### src/rtl/hilo_mac_pkg.sv
// Shared definitions for the HI/LO multiply-accumulate unit: opcode encodings,
// opcode predicates, stage-1 operation kinds and default reset constants.
package hilo_pkg;

  localparam logic [3:0] OP_NOP   = 4'd0;
  localparam logic [3:0] OP_MTHI  = 4'd1;
  localparam logic [3:0] OP_MTLO  = 4'd2;
  localparam logic [3:0] OP_MULT  = 4'd3;
  localparam logic [3:0] OP_MULTU = 4'd4;
  localparam logic [3:0] OP_MADD  = 4'd5;
  localparam logic [3:0] OP_MADDU = 4'd6;
  localparam logic [3:0] OP_MSUB  = 4'd7;
  localparam logic [3:0] OP_MSUBU = 4'd8;

  localparam int unsigned HI_RST_DEF = 0;
  localparam int unsigned LO_RST_DEF = 0;

  typedef enum logic [1:0] {
    KIND_MULT = 2'd0,
    KIND_MADD = 2'd1,
    KIND_MSUB = 2'd2
  } mul_kind_e;

  function automatic logic is_mul(input logic [3:0] op);
    return op inside {OP_MULT, OP_MULTU, OP_MADD, OP_MADDU, OP_MSUB, OP_MSUBU};
  endfunction

  function automatic logic is_signed(input logic [3:0] op);
    return op inside {OP_MULT, OP_MADD, OP_MSUB};
  endfunction

  function automatic logic is_acc(input logic [3:0] op);
    return op inside {OP_MADD, OP_MADDU};
  endfunction

  function automatic logic is_sub(input logic [3:0] op);
    return op inside {OP_MSUB, OP_MSUBU};
  endfunction

endpackage

### src/rtl/hilo_mul_stage.sv
// Stage 1 of the HI/LO unit: registered DATA_W x DATA_W signed/unsigned
// multiplier with its valid bit and operation kind; flush and reset drop it.
module hilo_mul_stage
  import hilo_pkg::*;
#(
  parameter int DATA_W = 32
) (
  input  logic                       clk,
  input  logic                       rst,
  input  logic                       start,
  input  logic                       flush,
  input  logic [3:0]                 op,
  input  logic [DATA_W-1:0]          a,
  input  logic [DATA_W-1:0]          b,
  output logic                       vld_p1,
  output mul_kind_e                  kind_p1,
  output logic signed [2*DATA_W-1:0] prod_p1
);

  logic                       vld_p1_d, vld_p1_q;
  mul_kind_e                  kind_p1_d, kind_p1_q;
  logic signed [2*DATA_W-1:0] prod_p1_d, prod_p1_q;
  logic signed [2*DATA_W-1:0] a_ext, b_ext;
  logic                       sgn;

  // Extending both operands to 2*DATA_W lets one truncated multiply serve
  // both signed and unsigned variants.
  always_comb begin
    sgn       = is_signed(op);
    a_ext     = {{DATA_W{sgn & a[DATA_W-1]}}, a};
    b_ext     = {{DATA_W{sgn & b[DATA_W-1]}}, b};
    prod_p1_d = a_ext * b_ext;
    vld_p1_d  = start && !flush;
    kind_p1_d = KIND_MULT;
    if (is_acc(op)) begin
      kind_p1_d = KIND_MADD;
    end else if (is_sub(op)) begin
      kind_p1_d = KIND_MSUB;
    end
  end

  // ---- stage 1 register boundary ----
  always_ff @(posedge clk or negedge rst) begin
    if (!rst) begin
      vld_p1_q <= 1'b0;
    end else begin
      vld_p1_q <= vld_p1_d;
    end
  end

  always_ff @(posedge clk) begin
    if (start) begin
      prod_p1_q <= prod_p1_d;
      kind_p1_q <= kind_p1_d;
    end
  end

  assign vld_p1  = vld_p1_q;
  assign kind_p1 = kind_p1_q;
  assign prod_p1 = prod_p1_q;

endmodule

### src/rtl/hilo_mac.sv
// HI/LO register pair with MTHI/MTLO and a 2-stage MULT/MADD/MSUB pipeline.
// Optional macro HILO_MAC_FWD_EN forwards the stage-2 result to hi_o/lo_o.
module hilo_mac
  import hilo_pkg::*;
#(
  parameter int                DATA_W = 32,
  parameter logic [DATA_W-1:0] HI_RST = DATA_W'(HI_RST_DEF),
  parameter logic [DATA_W-1:0] LO_RST = DATA_W'(LO_RST_DEF)
) (
  input  logic              clk,
  input  logic              rst,
  input  logic              op_valid,
  output logic              op_ready,
  input  logic [3:0]        op,
  input  logic [DATA_W-1:0] rs_data,
  input  logic [DATA_W-1:0] rt_data,
  input  logic              flush,
  input  logic              rd_req,
  output logic              stall_req,
  output logic              busy,
  output logic [DATA_W-1:0] hi_o,
  output logic [DATA_W-1:0] lo_o
);

  localparam int PW = 2 * DATA_W;

  logic                 accept, start, fire;
  logic                 vld_p1;
  mul_kind_e            kind_p1;
  logic signed [PW-1:0] prod_p1;
  logic signed [PW-1:0] res_p2;
  logic signed [PW-1:0] hilo_d, hilo_q;
  logic signed [PW-1:0] hilo_view;

  // Modulo 2^PW accumulate; no saturation, overflow simply wraps.
  function automatic logic signed [PW-1:0] acc_result(
    input mul_kind_e            kind,
    input logic signed [PW-1:0] acc,
    input logic signed [PW-1:0] prod
  );
    case (kind)
      KIND_MADD: return acc + prod;
      KIND_MSUB: return acc - prod;
      default:   return prod;
    endcase
  endfunction

  assign busy     = vld_p1;
  assign op_ready = !busy;
  assign accept   = op_valid && op_ready && !flush;
  assign start    = accept && is_mul(op);
  assign fire     = vld_p1 && !flush;

  hilo_mul_stage #(
    .DATA_W (DATA_W)
  ) u_mul (
    .clk     (clk),
    .rst     (rst),
    .start   (start),
    .flush   (flush),
    .op      (op),
    .a       (rs_data),
    .b       (rt_data),
    .vld_p1  (vld_p1),
    .kind_p1 (kind_p1),
    .prod_p1 (prod_p1)
  );

  always_comb begin
    res_p2 = acc_result(kind_p1, hilo_q, prod_p1);
    hilo_d = hilo_q;
    if (fire) begin
      hilo_d = res_p2;
    end else if (accept && op == OP_MTHI) begin
      hilo_d[PW-1:DATA_W] = rs_data;
    end else if (accept && op == OP_MTLO) begin
      hilo_d[DATA_W-1:0] = rs_data;
    end
  end

  // ---- stage 2 register boundary (architectural HI/LO) ----
  always_ff @(posedge clk or negedge rst) begin
    if (!rst) begin
      hilo_q <= {HI_RST, LO_RST};
    end else begin
      hilo_q <= hilo_d;
    end
  end

`ifdef HILO_MAC_FWD_EN
  logic unused_rd_req;
  assign unused_rd_req = rd_req;
  assign hilo_view     = fire ? res_p2 : hilo_q;
  assign stall_req     = 1'b0;
`else
  assign hilo_view     = hilo_q;
  assign stall_req     = rd_req && busy;
`endif

  assign hi_o = hilo_view[PW-1:DATA_W];
  assign lo_o = hilo_view[DATA_W-1:0];

endmodule

### config.mk
export PLATFORM = sky130hd
export DESIGN_NAME = hilo_mac
export DESIGN_NICKNAME = d
export VERILOG_FILES = /design/src/rtl/hilo_mac_pkg.sv /design/src/rtl/hilo_mul_stage.sv /design/src/rtl/hilo_mac.sv
export SDC_FILE = /design/constraint.sdc
export NUM_CORES = 2
export LEC_CHECK = 0
export ABC_AREA = 1
export BUFFER_PORTS_ARGS = -buffer_cell sky130_fd_sc_hd__buf_2
export CORE_UTILIZATION = 40
export DETAILED_ROUTE_END_ITERATION = 10
export PLACE_DENSITY = 0.63
export SYNTH_ARGS = -nofsm -noshare
export SYNTH_HDL_FRONTEND = slang
export SYNTH_SLANG_ARGS = --single-unit
### constraint.sdc
create_clock -name clk -period 8.6 [get_ports clk]
set_input_delay 0.43 -clock clk [delete_from_list [all_inputs] [get_ports clk]]
set_output_delay 0.43 -clock clk [all_outputs]
set_load 0.05 [all_outputs]
==> reports/qor.txt <==
Metal3 WL -> 10.9 mm
Number of enable flip-flop cells after synthesis -> 66
Clock skew -> 0.0196 ns
Global-route wire length before repair -> 282 mm
Main area contributors after synthesis -> fa_1 (43%), inv_1 (14%), nand2_1 (14%)
Post-CTS sizing -> 0
Seq/Total Area, Yosys -> 6.86%
Post-layout util -> 43.4%
CTS tree -> built
DR top layer -> met5
# IOs -> 140
Gr usage total -> 28.4%
Gr ovfl total -> 0
Buffers on Ports -> 139
Most frequent CP cell -> fa_1
DR WL/cell -> 20.8 um
Primary FF master, synth -> edfxtp_1
Crit path max-delay cell type -> fa_1
Number of global-route vias before repair -> 46.4k
Area grow syn2layout -> 7.12%
Core footprint -> 130000 um2
Row cnt -> 132
Post-route ant nets -> 0
Mapped Cells -> 7096
Max H-tree Level -> 4
DR vias -> 44.9k
Met1 Routed Length -> 76.8 mm
WP data arrival -> 8.37 ns
Clock Pin Slew Worst Setup and Hold Paths -> 0.08 ns
Syn Area/Cell -> 7.42 um2
Worst Max-Slew Pin Slew -> 1.13 ns
Max_slew headroom -> 24.1%
Peak Freq -> 0.123 GHz
Die ar. -> 133000 um2
Drt drc -> 0
DRT iter0 DRCs -> 3347
Min Tclk post-route -> 8.14 ns
Antenna violations before repair -> 7
Most common cell in the netlist -> inv_1
Setup CP Type -> input port to flip-flop
Vias per cell -> 5.04
Worst EP required -> 8.83 ns
Vert. Die Dim -> 365 um
# placed instances -> 8869
FF/Latch Area -> 3610 um2
DP Wirelength -> 161 mm
CTS Buf Count -> 17
Cell taking the most area after synthesis -> fa_1
Die width -> 365 um
Hold WC Path Type -> input port to flip-flop
Worst setup EP type -> flip-flop
Post-synth net total -> 8572
Post-route insts no fill -> 8903
Clock root buffer -> clkbuf_16
Fin nets -> 8623
Slew Limit Fails -> 0
Crit path max fanout -> 29
Post-synthesis cell area -> 52600 um2
Pin count of the biggest net entering global routing -> 77
Fill cells -> 13.4k
FF+latch count, synth -> 131
Status -> finished clean
Synth warn -> 0
Fin crit share -> 94.7%
Multi-input logic area -> 40700 um2
Clk Latency, worst-skew pair -> 0.50 ns
Clock buffer depth -> 2
Final setup violation count -> 0
TritonCTS sink count -> 131
Final GP Congestion -> 1.00
Max stage delay on crit path -> 0.56 ns
Layout cells sized above 1 -> 5.20%
Unique cell type count in the Yosys netlist -> 46
Initial Utilization -> 40.5%
Worst setup SP type -> input port
Max-Cap Viols -> 0
Synth cell count leaders -> inv_1 (1942), nand2_1 (1907), fa_1 (1126)
Worst slack at placement -> -0.0880 ns
Unrepaired setup endpoints after global routing -> false
Synth top area share -> 42.8%
TritonRoute pass-1 iters -> 5
Final WL -> 186 mm
Met2 wire length -> 90.6 mm
Fin worst setup slack -> 0.456 ns
Endpoints failing hold -> 0
Asr flop ratio synth -> 49.6%
[repair_timing]
action	4_1_cts	5_1_grt
endpoints found under the hold margin	13	0
buffers inserted	0	0
setup endpoints to repair	0	0
hold buffers	1	0
[cells by family (layout without fill, tap and decap cells)]
kind of cell | Yosys count | in the layout | synth area share [%]
xor+xnor | 154 | 154 | 2.56
other cells | 0 | 1 | 0
buf+inv | 2223 | 2287 | 15.9
compound gates | 458 | 458 | 4.67
flops | 131 | 131 | 6.86
simple gates | 2727 | 2727 | 20.6
fa+ha+maj | 1403 | 1403 | 49.4
[registers in the layout (all words and copies together), names as in the netlist]
name           cells
u_mul.vld_p1       1
u_mul.prod_p1     64
u_mul.kind_p1      2
hilo_q            64
[metal layers]
layer,GRT usage (%),vias up
met5,0,-
met4,10.7,8
met3,2.49,298
met2,48.7,1554
met1,37.3,22500
li1,-,20500
[area by class of cell]
| cell class | count | area share [%] |
|---|---|---|
| multi-input cells | 4742 | 72.2 |
| inverters | 1949 | 13.0 |
| flip-flops and latches | 131 | 6.40 |
| well taps | 1742 | 3.87 |
| repair buffers | 306 | 3.60 |
| clock buffers | 17 | 0.755 |
| clock inverters | 15 | 0.213 |
| diodes | 1 | 0.00444 |
[stage by stage]
stage               hold slack, ns  setup TNS [ns]  instance area [um2]
floorplan                    0.134               0                52600
global placement             0.352         -0.0939                55800
detailed placement           0.360         -0.0880                55800
CTS                          0.273               0                56400
global route                 0.309               0                56400
finish                       0.296               0                56400
[critical path: cells and delay by family]
family | cells | cell delay (ns)
AOI/OAI and AO/OA | 3 | 0.75
xor gates and xnor gates | 1 | 0.23
adders and majority gates | 9 | 4.23
buffers and inverters | 10 | 1.26
and+or+nand+nor | 7 | 1.42
[path summary, 6_finish.rpt]
kind                                           to  slack [ns]              from  cells past startpoint
max in group asynchronous               hilo_q[0]        6.96               rst                      3
min in group asynchronous              hilo_q[53]        0.39               rst                      2
worst max register to register         hilo_q[60]        3.67  u_mul.prod_p1[1]                     24
worst min-delay path             u_mul.kind_p1[0]        0.30             op[1]                      3
worst max-delay path            u_mul.prod_p1[52]        0.46             op[3]                     30
worst min register to register          hilo_q[0]        0.58         hilo_q[0]                      2
[layout by cell type (no fill, tap or decap), drive strengths merged]
master / synthesis / final
nand2b: 1 / 1
clkinvlp: 0 / 2
nand2: 1915 / 1915
a21boi: 8 / 8
o31ai: 2 / 2
o21ai: 135 / 135
o21bai: 23 / 23
ha: 277 / 277
buf: 9 / 305
nor2: 524 / 524
nor3: 24 / 24
nor4: 17 / 17
or2: 7 / 7
and3: 16 / 16
dlygate4sd3: 0 / 1
a211oi: 1 / 1
clkinv: 1 / 6
o21a: 4 / 4
o211ai: 7 / 7
nand4: 52 / 52
clkbuf: 265 / 17
fa: 1126 / 1126
a21oi: 252 / 252
diode: 0 / 1
nor3b: 1 / 1
edfxtp: 66 / 66
inv: 1948 / 1956
dfrtp: 65 / 65
a21o: 11 / 11
xor2: 126 / 126
a31oi: 15 / 15
xnor2: 28 / 28
nand3: 164 / 164
and2: 2 / 2
nand3b: 4 / 4
Power is left out: the tool's default activity adds up to more than one toggle a clock period on the data nets, which glitch-free logic cannot reach.
